### src/rtl/imem_loader_pkg.sv
// Shared types and constants for the instruction-memory boot loader.
package imem_loader_pkg;

    localparam int BYTES_PER_WORD = 4;
    localparam int BYTE_IDX_W     = 2;

    typedef enum logic [1:0] {
        IDLE,
        FILL,
        WRITE,
        DONE
    } loader_state_t;

endpackage

### src/rtl/word_assembler.sv
// Packs an incoming byte stream little-endian into 32-bit words.
module word_assembler
    import imem_loader_pkg::*;
(
    input  logic        clk,
    input  logic        rst,
    input  logic        clr,
    input  logic        byte_en,
    input  logic [7:0]  byte_in,
    output logic [31:0] word_out,
    output logic        full
);

    logic [BYTE_IDX_W-1:0] cnt_q, cnt_d;
    logic [31:0]           word_q, word_d;

    // NOTE: every variable driven here gets a default first, so no path can infer a latch.
    always_comb begin
        cnt_d  = cnt_q;
        word_d = word_q;
        if (clr) begin
            cnt_d = '0;
        end else if (byte_en) begin
            word_d[{cnt_q, 3'b000} +: 8] = byte_in;
            cnt_d                        = cnt_q + 1'b1;
        end
    end

    // NOTE: state updates use non-blocking assignments so every register samples pre-edge values.
    // NOTE: the lane register is reset too, because it drives wdata, which must read 0 out of reset.
    always_ff @(posedge clk) begin
        if (rst) begin
            cnt_q  <= '0;
            word_q <= '0;
        end else begin
            cnt_q  <= cnt_d;
            word_q <= word_d;
        end
    end

    assign word_out = word_q;
    assign full     = byte_en && (cnt_q == BYTE_IDX_W'(BYTES_PER_WORD - 1));

endmodule

### src/rtl/imem_loader.sv
// Boot loader: streams bytes into instruction memory and holds the core in reset meanwhile.
module imem_loader
    import imem_loader_pkg::*;
#(
    parameter int WIDTH      = 32,
    parameter int ADDR_WIDTH = 12
) (
    input  logic                  clk,
    input  logic                  rst,
    input  logic                  start,
    input  logic [ADDR_WIDTH-2:0] len_words,
    input  logic                  s_valid,
    input  logic [7:0]            s_data,
    output logic                  s_ready,
    output logic                  we,
    output logic [ADDR_WIDTH-1:0] waddr,
    output logic [WIDTH-1:0]      wdata,
    output logic                  cpu_rst,
    output logic                  busy,
    output logic                  done,
    output logic                  err
);

    localparam int IDX_W = ADDR_WIDTH - 2;
    localparam int LEN_W = ADDR_WIDTH - 1;
    localparam int DEPTH = 2 ** IDX_W;

    loader_state_t     state_q, state_d;
    logic [IDX_W-1:0]  idx_q, idx_d;
    logic [LEN_W-1:0]  len_q, len_d;
    logic              err_q, err_d;

    logic              can_start;
    logic              byte_en;
    logic              word_full;
    logic [31:0]       word;
    logic [LEN_W-1:0]  idx_inc;

    assign can_start = start && (state_q == IDLE || state_q == DONE);
    assign byte_en   = s_valid && s_ready;
    // One bit wider than the index so that a full-depth load compares equal to len_words.
    assign idx_inc   = LEN_W'(idx_q) + 1'b1;

    word_assembler u_asm (
        .clk      (clk),
        .rst      (rst),
        .clr      (can_start),
        .byte_en  (byte_en),
        .byte_in  (s_data),
        .word_out (word),
        .full     (word_full)
    );

    always_comb begin
        state_d = state_q;
        idx_d   = idx_q;
        len_d   = len_q;
        err_d   = err_q;
        unique case (state_q)
            IDLE, DONE: begin
                if (can_start) begin
                    len_d = len_words;
                    idx_d = '0;
                    err_d = 1'b0;
                    if (len_words > LEN_W'(DEPTH)) begin
                        state_d = DONE;
                        err_d   = 1'b1;
                    end else if (len_words == '0) begin
                        state_d = DONE;
                    end else begin
                        state_d = FILL;
                    end
                end
            end
            FILL: begin
                if (word_full) state_d = WRITE;
            end
            WRITE: begin
                idx_d   = idx_inc[IDX_W-1:0];
                state_d = (idx_inc == len_q) ? DONE : FILL;
            end
            default: state_d = IDLE;
        endcase
    end

    always_ff @(posedge clk) begin
        if (rst) begin
            state_q <= IDLE;
            idx_q   <= '0;
            len_q   <= '0;
            err_q   <= 1'b0;
        end else begin
            state_q <= state_d;
            idx_q   <= idx_d;
            len_q   <= len_d;
            err_q   <= err_d;
        end
    end

    assign s_ready = (state_q == FILL);
    assign we      = (state_q == WRITE);
    assign waddr   = {idx_q, 2'b00};
    assign wdata   = WIDTH'(word);
    assign busy    = (state_q == FILL) || (state_q == WRITE);
    assign done    = (state_q == DONE);
    assign err     = err_q;
    assign cpu_rst = rst || busy;

endmodule
### config.mk
export PLATFORM = sky130hd
export DESIGN_NAME = imem_loader
export DESIGN_NICKNAME = d
export VERILOG_FILES = /design/src/rtl/imem_loader_pkg.sv /design/src/rtl/word_assembler.sv /design/src/rtl/imem_loader.sv
export SDC_FILE = /design/constraint.sdc
export NUM_CORES = 1
export LEC_CHECK = 0
export ABC_CLOCK_PERIOD_IN_PS = 3100
export BUFFER_PORTS_ARGS = -buffer_cell sky130_fd_sc_hd__buf_4
export CAP_MARGIN = 20
export CORE_UTILIZATION = 45
export DETAILED_ROUTE_END_ITERATION = 8
export PLACE_DENSITY = 0.73
export RECOVER_POWER = 100
export SETUP_SLACK_MARGIN = 0.1
export SLEW_MARGIN = 20
export SYNTH_ARGS = -nofsm -noshare
export SYNTH_HDL_FRONTEND = slang
export SYNTH_SLANG_ARGS = --single-unit
### constraint.sdc
create_clock -name clk -period 3.1 [get_ports clk]
set_input_delay 0.62 -clock clk [delete_from_list [all_inputs] [get_ports clk]]
set_output_delay 0.62 -clock clk [all_outputs]
set_load 0.005 [all_outputs]
# Yosys cells after proc, flatten, opt, wreduce, memory -nomap -nowiden
# Index checks and enable logic that the tools add are counted.
# W data, S select, Z words.
word_totals:
  ff_bits: 58
  inputBits: 23
  out_inout_bits: 50
  elab_cells: 45
op_classes:
  muxes: 10
  add_sub_neg: 3
  n_bitwise: 1
  shifts: 2
  reduce_logical: 15
  n_lt_le_gt_ge: 1
  eq_ne: 7
ops:
  columns: ["operator", "n"]
  rows:
  - ["$bwmux W32", 1]
  - ["$shift A8 B7 Y32 const A", 1]
  - ["$shiftx A8 B7 Y32", 1]
  - ["$pmux W10 S2", 1]
  - ["$add A10 B1 Y11 const B", 1]
  - ["$eq A11 B11 Y1", 1]
  - ["$gt A11 B11 Y1 const B", 1]
  - ["$logic_not A11 Y1", 1]
  - ["$mux W10", 1]
  - ["$mux W2", 5]
  - ["$reduce_and A2 Y1", 4]
  - ["$neg A5 Y7", 1]
  - ["$eq A2 B2 Y1 const B", 3]
  - ["$pmux W2 S3", 1]
  - ["$reduce_or A2 Y1", 2]
  - ["$logic_and A1 B1 Y1", 3]
  - ["$logic_or A1 B1 Y1", 3]
  - ["$add A2 B1 Y2 const B", 1]
  - ["$eq A2 B1 Y1 const B", 1]
  - ["$logic_not A2 Y1", 1]
  - ["$ne A2 B1 Y1 const B", 1]
  - ["$ne A2 B2 Y1 const B", 1]
  - ["$reduce_bool A2 Y1", 1]
  - ["$mux W1", 1]
  - ["$not A1 Y1", 1]

# Depth between registers and ports, before layout
# Gate-level depths: netlist of run 1.
logic_depth:
  word_depth: 5
  ltp_mapped: 9

# By module
# A second synthesis of run 1 with hierarchy kept.
hier_totals:
  cells_unflattened: 325
  area_unflattened_um2: 2871.5
by_module_without_submodules:
  columns: ["module", "cells_each", "area_per_inst_um2", "seq_area_each_um2", "instances"]
  rows:
  - ["imem_loader", 195, 1526.5, 480.5, 1]
  - ["word_assembler", 130, 1345.0, 680.7, 1]

# Worst setup path after synthesis of run 1
# Ideal clock, no wire load.
synth_path:
  path_kind: "reg-to-reg"
  startpoint: "register state_q[0]"
  endpoint: "register state_q[1]"
  arrival_time_ns: 1.947
  path_slack_ns: 1.069
  setup_ns: 0.084
  required_ns: 3.016
  path_stages_with_launch: 10
  n_path_buf: 2
  path_cell_list: "dfxtp_1 -> inv_1 -> ha_1 -> clkbuf_1 -> nor2b_1 -> clkbuf_1 -> a211o_1 -> a2111oi_2 -> o311ai_1 -> o31ai_2"
synth_via:
  elab_chain_len: 5
  elab_cells_between_ends: 13
  cone_classes: "eq/ne (5); mux (1); reduce/logical (7)"
synth_rtl:
  columns: ["item", "line_no", "source"]
  rows:
  - ["from (decl)", "imem_loader.sv:28", "loader_state_t state_q, state_d;"]
  - ["from (signal assigned)", "imem_loader.sv:93", "state_q <= state_d;"]
  - ["$eq A2 B2 Y1, or another cell as far along", "imem_loader.sv:39, imem_loader.sv:59", null]
  - ["$logic_or A1 B1 Y1 / $logic_and A1 B1 Y1 (equally long branches)", "imem_loader.sv:39, imem_loader.sv:40", null]
  - ["$logic_and A1 B1 Y1 (on tied branches)", "imem_loader.sv:39, word_assembler.sv:42", null]
  - ["$ne A2 B2 Y1 (no line) / $ne A2 B1 Y1 (equally long branches)", null, null]
  - ["$reduce_and A2 Y1 (no line)", null, null]
# Several ways; a longest one is shown, not always the timed one.
# A chain may end at the register's enable or synchronous reset.

# Final worst setup path of run 1
layout_path:
  startpoint: "register state_q[0]"
  endpoint: "register u_asm.word_q[25], in the netlist u_asm.word_out[25]"
layout_via:
  elab_chain_len: 5
  elab_cells_between_ends: 8
  cone_classes: "eq/ne (2); bitwise (1); reduce/logical (5)"
layout_rtl:
  columns: ["item", "line_no", "source"]
  rows:
  - ["$eq A2 B2 Y1 / $logic_not A2 Y1 (equally long branches)", "imem_loader.sv:39", "assign can_start = start && (state_q == IDLE || state_q == DONE);"]
  - ["$logic_or A1 B1 Y1", "imem_loader.sv:39", null]
  - ["$logic_and A1 B1 Y1", "imem_loader.sv:39", null]
  - ["$not A1 Y1 (no line)", null, null]
  - ["$reduce_and A2 Y1 (no line) *", null, null]
  - ["to (signal assigned)", "word_assembler.sv:37", "word_q <= word_d;"]
  - ["to (decl)", "word_assembler.sv:15", "logic [31:0] word_q, word_d;"]
# Mark *: on every way between the ends. The rest lies on a longest branch, timed or not.

==> results of run 1 <==
## worst max-delay path: stages (launching register included)
cell and delay [ps]:
dfxtp_1 400, inv_1 60, ha_1 400, and2_0 410, nor2_1 450, and2_0 430, nand3_1 160, a21oi_1 170
## cell usage after synthesis, types with 2 or more instances
master / n
nand2_1: 69
dfxtp_1: 58
a21oi_1: 55
nand3_1: 35
clkbuf_1: 13
nor2_1: 13
nor3_1: 11
ha_1: 10
inv_1: 9
o21ai_0: 8
xnor2_1: 7
and2_1: 6
buf_2: 6
buf_4: 4
nor3b_1: 4
nor4_1: 4
xor2_1: 4
a22oi_1: 3
nor2b_1: 3
o31ai_1: 3
or3_1: 3
a211oi_1: 2
nand2b_1: 2
nand3_2: 2
nand3b_1: 2
nand4_1: 2
o21ai_1: 2
or4_1: 2
## kinds of logic after synthesis
group | after synthesis | synth area share
DFF | 58 | 0.408
and+or+nand+nor | 162 | 0.274
adders and majority gates | 10 | 0.0439
muxes | 1 | 0.00351
xor gates and xnor gates | 11 | 0.0338
buffers and inverters | 32 | 0.0501
AOI/OAI and AO/OA | 88 | 0.186
other | 1 | 0.00132
## worst min-delay path by stage
stage / slack, ps / depth (start not counted) / from / end
2_1_floorplan: 450 / 2 / len_q[0]$_SDFFE_PP0P_ / len_q[0]$_SDFFE_PP0P_
3_3_place_gp: 440 / 2 / u_asm.word_out[27]$_SDFFE_PP0P_ / u_asm.word_out[27]$_SDFFE_PP0P_
3_5_place_dp: 440 / 2 / u_asm.word_out[2]$_SDFFE_PP0P_ / u_asm.word_out[2]$_SDFFE_PP0P_
4_1_cts: 460 / 2 / u_asm.word_out[21]$_SDFFE_PP0P_ / u_asm.word_out[21]$_SDFFE_PP0P_
5_1_grt: 470 / 2 / u_asm.word_out[21]$_SDFFE_PP0P_ / u_asm.word_out[21]$_SDFFE_PP0P_
6_report: 450 / 2 / u_asm.word_out[21]$_SDFFE_PP0P_ / u_asm.word_out[21]$_SDFFE_PP0P_
## power breakdown
part / leakage [nW] / switching (mW) / internal [mW]
Sequential: 0.470 / 0.0614 / 0.810
Combinational: 0.782 / 0.363 / 0.218
Clock: 0.0998 / 0.337 / 0.376
## cell type report
class,count,area [µm²]
Sequential cell,58,1160
Timing Repair Buffer,71,526
Multi-Input combinational cell,274,1550
Fill cell,562,2460
Tap cell,75,93.8
Inverter,9,33.8
Clock inverter,7,77.6
Clock buffer,9,124
## metrics by stage
| step | cell area (µm²) | power (mW) | hold WS [ps] | std cells |
|---|---|---|---|---|
| 2_1_floorplan | 2850 | 1.27 | 448 | 364 |
| 3_5_place_dp | 3370 | 1.47 | 445 | 487 |
| 5_1_grt | 3560 | 2.28 | 468 | 503 |
| 4_1_cts | 3570 | 2.18 | 458 | 503 |
| 3_3_place_gp | 3370 | 1.47 | 439 | 487 |
| 6_report | 3560 | 2.17 | 453 | 503 |
## flip-flops by register name (all words and copies together), names as in the netlist
register and cells:
u_asm.word_out 32, len_q 11, idx_q 10, state_q 2, u_asm.cnt_q 2, err 1
## layer usage
layer | GRT usage | vias up
li1 | - | 1388
met1 | 0.313 | 1306
met2 | 0.360 | 100
met3 | 0.0589 | 19
met4 | 0.130 | 0
met5 | 0 | -
==> Implementation_results.wiki, run 1 <==
{| class="wikitable"
! Metric !! Value
|-
| Clock edge transition at the registers on the reported setup and hold paths || 80 ps
|-
| Clk_skew || 10.7 ps
|-
| Setup slack at placement || 794 ps
|-
| Routed vias/inst || 5.59
|-
| Crit Reg-Reg Endpoint || u_asm.word_out[25]$_SDFFE_PP0P_
|-
| Worst r2r src || state_q[0]$_SDFFE_PP0P_
|-
| WL/cell || 14.8 µm
|-
| Hold_buf cts || 0
|-
| Data arrival at the endpoint of the critical path || 2810 ps
|-
| RSZ-0062 raised after global routing || no
|-
| Final count of hold timing violations || 0
|-
| Largest vdd supply drop || 0.339 mV
|-
| R2R cell count || 7
|-
| Number of unique standard cell types used by synthesis || 49
|-
| Number of failing setup endpoints in the final timing report || 0
|-
| Congestion Overflow GR || 0
|-
| Crit Path Max Fanout || 14
|-
| CP endpoint kind || register
|-
| Met2 WL post-DR || 3.47 mm
|-
| Number of global-route vias before repair || 2,460
|-
| Antenna violations before repair || 0
|-
| Sum of negative setup slack || 0 ps
|-
| Count of cells resized by post-cts repair || 0
|-
| Horizontal die dimension || 81.6 µm
|-
| Register-to-register path setup slack || 560 ps
|-
| Yosys reg bits || 58
|-
| Reported max-cap violation count || 0
|-
| Worst hold path class || reg -> reg
|-
| Die Outline Area || 6650 µm²
|-
| Synthesized cell area || 2850 µm²
|-
| Post-layout nets || 456
|-
| Area share of the leading cell type in the synthesized netlist || 0.408
|-
| Vert. Die Dim || 81.6 µm
|-
| Outcome || completed
|-
| Startpoint of the worst setup timing path || state_q[0]$_SDFFE_PP0P_
|-
| Utilization after layout || 0.592
|-
| Wirelength, routed || 7.44 mm
|-
| Root Driver || clkbuf_8
|-
| Port Buffer Count || 70
|-
| M1 wire length || 3.22 mm
|-
| Most used DFF post-synth || dfxtp_1
|-
| Global router's overall resource usage || 0.239
|-
| Clock buffers created by TritonCTS || 9
|-
| Number of H-tree branching levels || 3
|-
| Capturing element of the worst setup path || u_asm.word_out[25]$_SDFFE_PP0P_
|-
| Pins over their slew limit || 0
|-
| Mapped Cells || 363
|-
| Syn Area/Cell || 7.85 µm²
|-
| Startpoint class of the critical path || register
|-
| Leading cell types in the layout, fill and taps excluded || 69 x nand2_1, 58 x dfxtp_1, 55 x a21oi_1
|-
| Worst path setup slack after routing || 560 ps
|-
| Fmax achieved || 0.394 GHz
|-
| Row Count || 28
|-
| Share of final-layout standard cells stronger than drive strength 1 || 0.215
|-
| Relative area change from synthesis to final layout || 25.1%
|-
| Most common cell after layout, fill and taps aside || nand2_1
|-
| Worst endpoint required time || 3370 ps
|-
| Initial Util || 0.473
|-
| Worst Setup Path Type || reg -> reg
|-
| Wire length of the first global-routing pass || 12.0 mm
|-
| Violation count after the first detailed-route iteration || 173
|-
| Final HPWL from detailed placement || 5.36 mm
|-
| Buffer depth of the longest clock path || 2
|-
| Leak pwr || 1.35 nW
|-
| EDFF count, synth || 0
|-
| Routability Congestion || 0.874
|-
| Final worst-path cycle share || 0.820
|-
| Sequential-to-total area share from yosys stat || 0.408
|-
| Pre-Repair DR Iteration Count || 4
|-
| Warning count from the yosys run || 0
|-
| Post-CTS setup repair buffer count || 0
|-
| Post-detailed-route DRC marker count || 0
|-
| Via count || 2,813
|-
| Antenna viol nets, final || 0
|-
| Pin count of the biggest net entering global routing || 33
|-
| Transition time of the tightest slew-check pin || 1280 ps
|-
| Clock sink total || 58
|-
| Met3 WL || 580 µm
|-
| Power per Cell Area || 608 nW/µm²
|-
| Area leader, netlist || dfxtp_1
|-
| Remaining max-slew budget at the tightest pin || 0.138
|-
| Fin crit period || 2540 ps
|-
| Worst-skew pair later-pin latency || 350 ps
|-
| Main area contributors after synthesis || dfxtp_1 41%, a21oi_1 9.7%, nand2_1 9.1%, nand3_1 6.1%, ha_1 4.4%
|-
| Async S/R FF share, synth || 0
|-
| Max layer used || met4
|-
| IO Count || 73
|-
| Clock tree from TritonCTS || yes
|-
| Area of the core || 6030 µm²
|-
| Ant. Diodes || 0
|}
Note: power is estimated with default switching activity, not from simulation.
==> run 2: changes to the inputs <==
--- a/config.mk
+++ b/config.mk
@@ -5,12 +5,13 @@
 export SDC_FILE = /design/constraint.sdc
 export NUM_CORES = 1
 export LEC_CHECK = 0
-export ABC_CLOCK_PERIOD_IN_PS = 3100
+export ABC_AREA = 1
+export ABC_CLOCK_PERIOD_IN_PS = 2400
 export BUFFER_PORTS_ARGS = -buffer_cell sky130_fd_sc_hd__buf_4
 export CAP_MARGIN = 20
 export CORE_UTILIZATION = 45
 export DETAILED_ROUTE_END_ITERATION = 8
-export PLACE_DENSITY = 0.73
+export PLACE_DENSITY = 0.72
 export RECOVER_POWER = 100
 export SETUP_SLACK_MARGIN = 0.1
 export SLEW_MARGIN = 20
==> constraint.sdc (replaced) <==
create_clock -name clk -period 2.4 [get_ports clk]
set_input_delay 0.48 -clock clk [delete_from_list [all_inputs] [get_ports clk]]
set_output_delay 0.48 -clock clk [all_outputs]
set_load 0.005 [all_outputs]
==> run 2 against run 1 <==
Net effect:
- non-clock buffer count increased by 5
- die area increased by 0.93%
- sequential power is 32% higher
- critical path depth increased by 1
- cell count up 9.1%
- clock-buffer cell count grew 2
- register-to-register slack worse by 250 ps
- clock skew down 2.0 ps
- largest power group unchanged
- hold slack got worse by 31 ps
- global-route usage is 0.64 points lower
- sequential share of layout area is 0.88 points lower
==> Implementation_results.wiki, run 2 <==
{| class="wikitable"
! Metric !! Value
|-
| Fmax achieved || 0.478 GHz (was 0.394 GHz)
|-
| Root Driver || clkbuf_8 (unchanged)
|-
| Met3 WL || 479 µm (was 580 µm)
|-
| Number of global-route vias before repair || 2,510 (was 2,460)
|-
| Number of H-tree branching levels || 3 (unchanged)
|-
| R2R cell count || 8 (was 7)
|-
| Clock edge transition at the registers on the reported setup and hold paths || 70 ps (was 80 ps)
|-
| Yosys reg bits || 58 (unchanged)
|-
| Area share of the leading cell type in the synthesized netlist || 0.404 (was 0.408)
|-
| WL/cell || 13.2 µm (was 14.8 µm)
|-
| Number of failing setup endpoints in the final timing report || 0 (unchanged)
|-
| Power per Cell Area || 841 nW/µm² (was 608 nW/µm²)
|-
| EDFF count, synth || 0 (unchanged)
|-
| Leak pwr || 1.57 nW (was 1.35 nW)
|-
| Clock buffers created by TritonCTS || 9 (unchanged)
|-
| Sum of negative setup slack || 0 ps (unchanged)
|-
| Most frequent cell on the critical path || nand2_1 (was and2_0)
|-
| Most used DFF post-synth || dfxtp_1 (unchanged)
|-
| Number of fill cells || 560 (was 562)
|-
| Levels on crit path || 8 (was 7)
|-
| Fraction of the mapped netlist area in compound gates || 0.145 (was 0.186)
|-
| Fin crit period || 2090 ps (was 2540 ps)
|-
| Adder-cell share of the synthesized area || 0.0435 (was 0.0439)
|-
| Via count || 2,839 (was 2,813)
|-
| Xor and xnor area share after synthesis || 0.0222 (was 0.0338)
|-
| Remaining max-slew budget at the tightest pin || 0.476 (was 0.138)
|-
| Row Count || 28 (unchanged)
|-
| Number of unique standard cell types used by synthesis || 36 (was 49)
|-
| Hold_buf cts || 0 (unchanged)
|-
| Congestion Overflow GR || 0 (unchanged)
|-
| Data arrival at the endpoint of the critical path || 2360 ps (was 2810 ps)
|-
| Buffer depth of the longest clock path || 2 (unchanged)
|-
| Global router's overall resource usage || 0.233 (was 0.239)
|-
| Mapped Cells || 397 (was 363)
|-
| Largest vdd supply drop || 0.559 mV (was 0.339 mV)
|-
| Wirelength, routed || 7.26 mm (was 7.44 mm)
|-
| Post-synthesis mux area share || 0 (was 0.00351)
|-
| Flip-flop count of the largest register, all copies and words added || 32 (unchanged)
|-
| Antenna violations before repair || 0 (unchanged)
|-
| Area leader, netlist || dfxtp_1 (unchanged)
|-
| Synthesized-area fraction occupied by and/or/nand/nor cells || 0.303 (was 0.274)
|-
| Syn Area/Cell || 7.25 µm² (was 7.85 µm²)
|-
| Worst hold path class || in -> reg (was reg -> reg)
|-
| Die Outline Area || 6720 µm² (was 6650 µm²)
|-
| Worst-skew pair later-pin latency || 340 ps (was 350 ps)
|-
| Worst path setup slack after routing || 310 ps (was 560 ps)
|-
| Clk_skew || 8.72 ps (was 10.7 ps)
|-
| Post-synth top cells || 82 x nand2_1, 58 x dfxtp_1, 49 x a21oi_1 (was 69 x nand2_1, 58 x dfxtp_1, 55 x a21oi_1)
|-
| Warning count from the yosys run || 0 (unchanged)
|-
| RSZ-0062 raised after global routing || no (unchanged)
|-
| Wire length of the first global-routing pass || 11.7 mm (was 12.0 mm)
|-
| Horizontal die dimension || 82.0 µm (was 81.6 µm)
|-
| Post-layout power || 3.08 mW (was 2.17 mW)
|-
| Antenna viol nets, final || 0 (unchanged)
|-
| Final worst-path cycle share || 0.871 (was 0.820)
|-
| Sequential-to-total area share from yosys stat || 0.404 (was 0.408)
|-
| Synthesized cell area || 2880 µm² (was 2850 µm²)
|-
| M1 wire length || 3.50 mm (was 3.22 mm)
|-
| Main area contributors after synthesis || dfxtp_1 40%, nand2_1 11%, a21oi_1 8.5%, inv_1 5.2%, nor2_1 4.7% (was dfxtp_1 41%, a21oi_1 9.7%, nand2_1 9.1%, nand3_1 6.1%, ha_1 4.4%)
|-
| Post-detailed-route DRC marker count || 0 (unchanged)
|-
| Outcome || completed (unchanged)
|-
| Pin count of the biggest net entering global routing || 39 (was 33)
|-
| Async S/R FF share, synth || 0 (unchanged)
|-
| Crit-path cells || inv_1 > ha_1 > nand2_1 > inv_2 > nor2_4 > nand2_1 > or3_1 > a21oi_1 (was inv_1 > ha_1 > and2_0 > nor2_1 > and2_0 > nand3_1 > a21oi_1)
|-
| Ant. Diodes || 0 (unchanged)
|-
| Startpoint class of the critical path || register (unchanged)
|-
| Routed vias/inst || 5.17 (was 5.59)
|-
| Most common cell after layout, fill and taps aside || nand2_1 (unchanged)
|-
| Hold Path Cell Cnt || 3 (was 2)
|-
| # placed instances || 533 (was 487)
|-
| Worst Setup Path Type || reg -> reg (unchanged)
|-
| Final count of hold timing violations || 0 (unchanged)
|-
| CP endpoint kind || register (unchanged)
|-
| Most common cell in the synthesized netlist || nand2_1 (unchanged)
|-
| Routability Congestion || 0.889 (was 0.874)
|-
| Crit Path Max Fanout || 16 (was 14)
|-
| Top Family by Delay on Critical Path || simple AND/OR/NAND/NOR gates (unchanged)
|-
| Non-filler cells, final || 549 (was 503)
|-
| Initial Util || 0.477 (was 0.473)
|-
| Max stage delay cell, worst path || or3_1 (was nor2_1)
|-
| Transition time of the tightest slew-check pin || 786 ps (was 1280 ps)
|-
| Max layer used || met4 (unchanged)
|-
| Delay of the slowest cell on the worst path || 410 ps (was 450 ps)
|-
| Area of the core || 6030 µm² (unchanged)
|-
| Post-layout nets || 502 (was 456)
|-
| Final HPWL from detailed placement || 5.29 mm (was 5.36 mm)
|-
| Worst endpoint required time || 2670 ps (was 3370 ps)
|-
| IO Count || 73 (unchanged)
|-
| Vert. Die Dim || 82.0 µm (was 81.6 µm)
|-
| Clock sink total || 58 (unchanged)
|-
| Largest family of logic cells by synthesized area || simple AND/OR/NAND/NOR gates (unchanged)
|-
| Worst hold slack || 422 ps (was 453 ps)
|-
| Count of buffering cells on the critical path with inverters included || 2 (was 1)
|-
| Relative area change from synthesis to final layout || 27.4% (was 25.1%)
|-
| Pre-Repair DR Iteration Count || 4 (unchanged)
|-
| Reported max-cap violation count || 0 (unchanged)
|-
| Met2 WL post-DR || 3.24 mm (was 3.47 mm)
|-
| Violation count after the first detailed-route iteration || 186 (was 173)
|-
| Setup slack at placement || 272 ps (was 794 ps)
|-
| Leading cell types in the layout, fill and taps excluded || 81 x nand2_1, 58 x dfxtp_1, 49 x a21oi_1 (was 69 x nand2_1, 58 x dfxtp_1, 55 x a21oi_1)
|-
| Port Buffer Count || 70 (unchanged)
|-
| Share of final-layout standard cells stronger than drive strength 1 || 0.209 (was 0.215)
|-
| Clock tree from TritonCTS || yes (unchanged)
|-
| Pins over their slew limit || 0 (unchanged)
|}
run 2: cell count changes after synthesis, sizes merged, moves of 7 or more:
| cell | change |
|---|---|
| o21ai | +12 |
| nand3 | -13 |
| xnor2 | -7 |
| nor2 | +28 |
| inv | +33 |
| nand2 | +16 |
| or3 | +7 |
run 2: worst paths after layout:
path         slack [ps]                         endpoint                     from
max reg2reg         310  u_asm.word_out[12]$_SDFFE_PP0P_  state_q[0]$_SDFFE_PP0P_
min reg2reg         460            len_q[8]$_SDFFE_PP0P_    len_q[8]$_SDFFE_PP0P_
max                 310  u_asm.word_out[12]$_SDFFE_PP0P_  state_q[0]$_SDFFE_PP0P_
min                 420            len_q[5]$_SDFFE_PP0P_             len_words[5]
run 2: layer usage:
metal	up-vias	track usage
li1	1450	-
met1	1300	0.318
met2	84	0.350
met3	5	0.0611
met4	0	0.0842
met5	-	0
run 2: cells by family (layout without fill, tap and decap cells):
logic type / after synthesis / after routing
AND/OR/NAND/NOR: 187 / 187
AO/OA/AOI/OAI: 78 / 78
buffers and inverters: 59 / 135
flip-flops: 58 / 58
adder cells (fa/ha/maj): 10 / 10
XOR/XNOR: 4 / 4
other: 1 / 2
run 2: area by class of cell:
cell class                      instances  area [µm²]  share of cell area
Multi-Input combinational cell        281        1480               0.404
Sequential cell                        58        1160               0.317
Timing Repair Buffer                   76         548               0.150
Inverter                               43         161              0.0441
Clock buffer                           11         141              0.0386
Tap cell                               75        93.8              0.0256
Clock inverter                          5        77.6              0.0212
run 2: per-stage QoR:
step / cell area [µm²] / util
detailed placement: 3470 / 0.576
finish: 3660 / 0.608
floorplan: 2880 / -
CTS: 3690 / 0.613
global placement: 3470 / 0.576
global route: 3660 / 0.608
run 2: worst register-to-register path: stages (launching register included):
cell and delay, ps:
dfxtp_1 390, inv_1 70, ha_1 370, nand2_1 120
inv_2 80, nor2_4 160, nand2_1 290, or3_1 410
a21oi_1 130
run 2: repair_timing:
action,4_1_cts,5_1_grt
setup buffers,0,0
setup endpoints to repair,0,9
gates resized for setup,0,2
run 2: power by group:
| group | total [mW] | switching (mW) | internal (mW) |
|---|---|---|---|
| sequential | 1.15 | 0.0794 | 1.07 |
| clock | 0.999 | 0.390 | 0.609 |
| combinational | 0.927 | 0.588 | 0.339 |
| total | 3.08 | 1.06 | 2.02 |
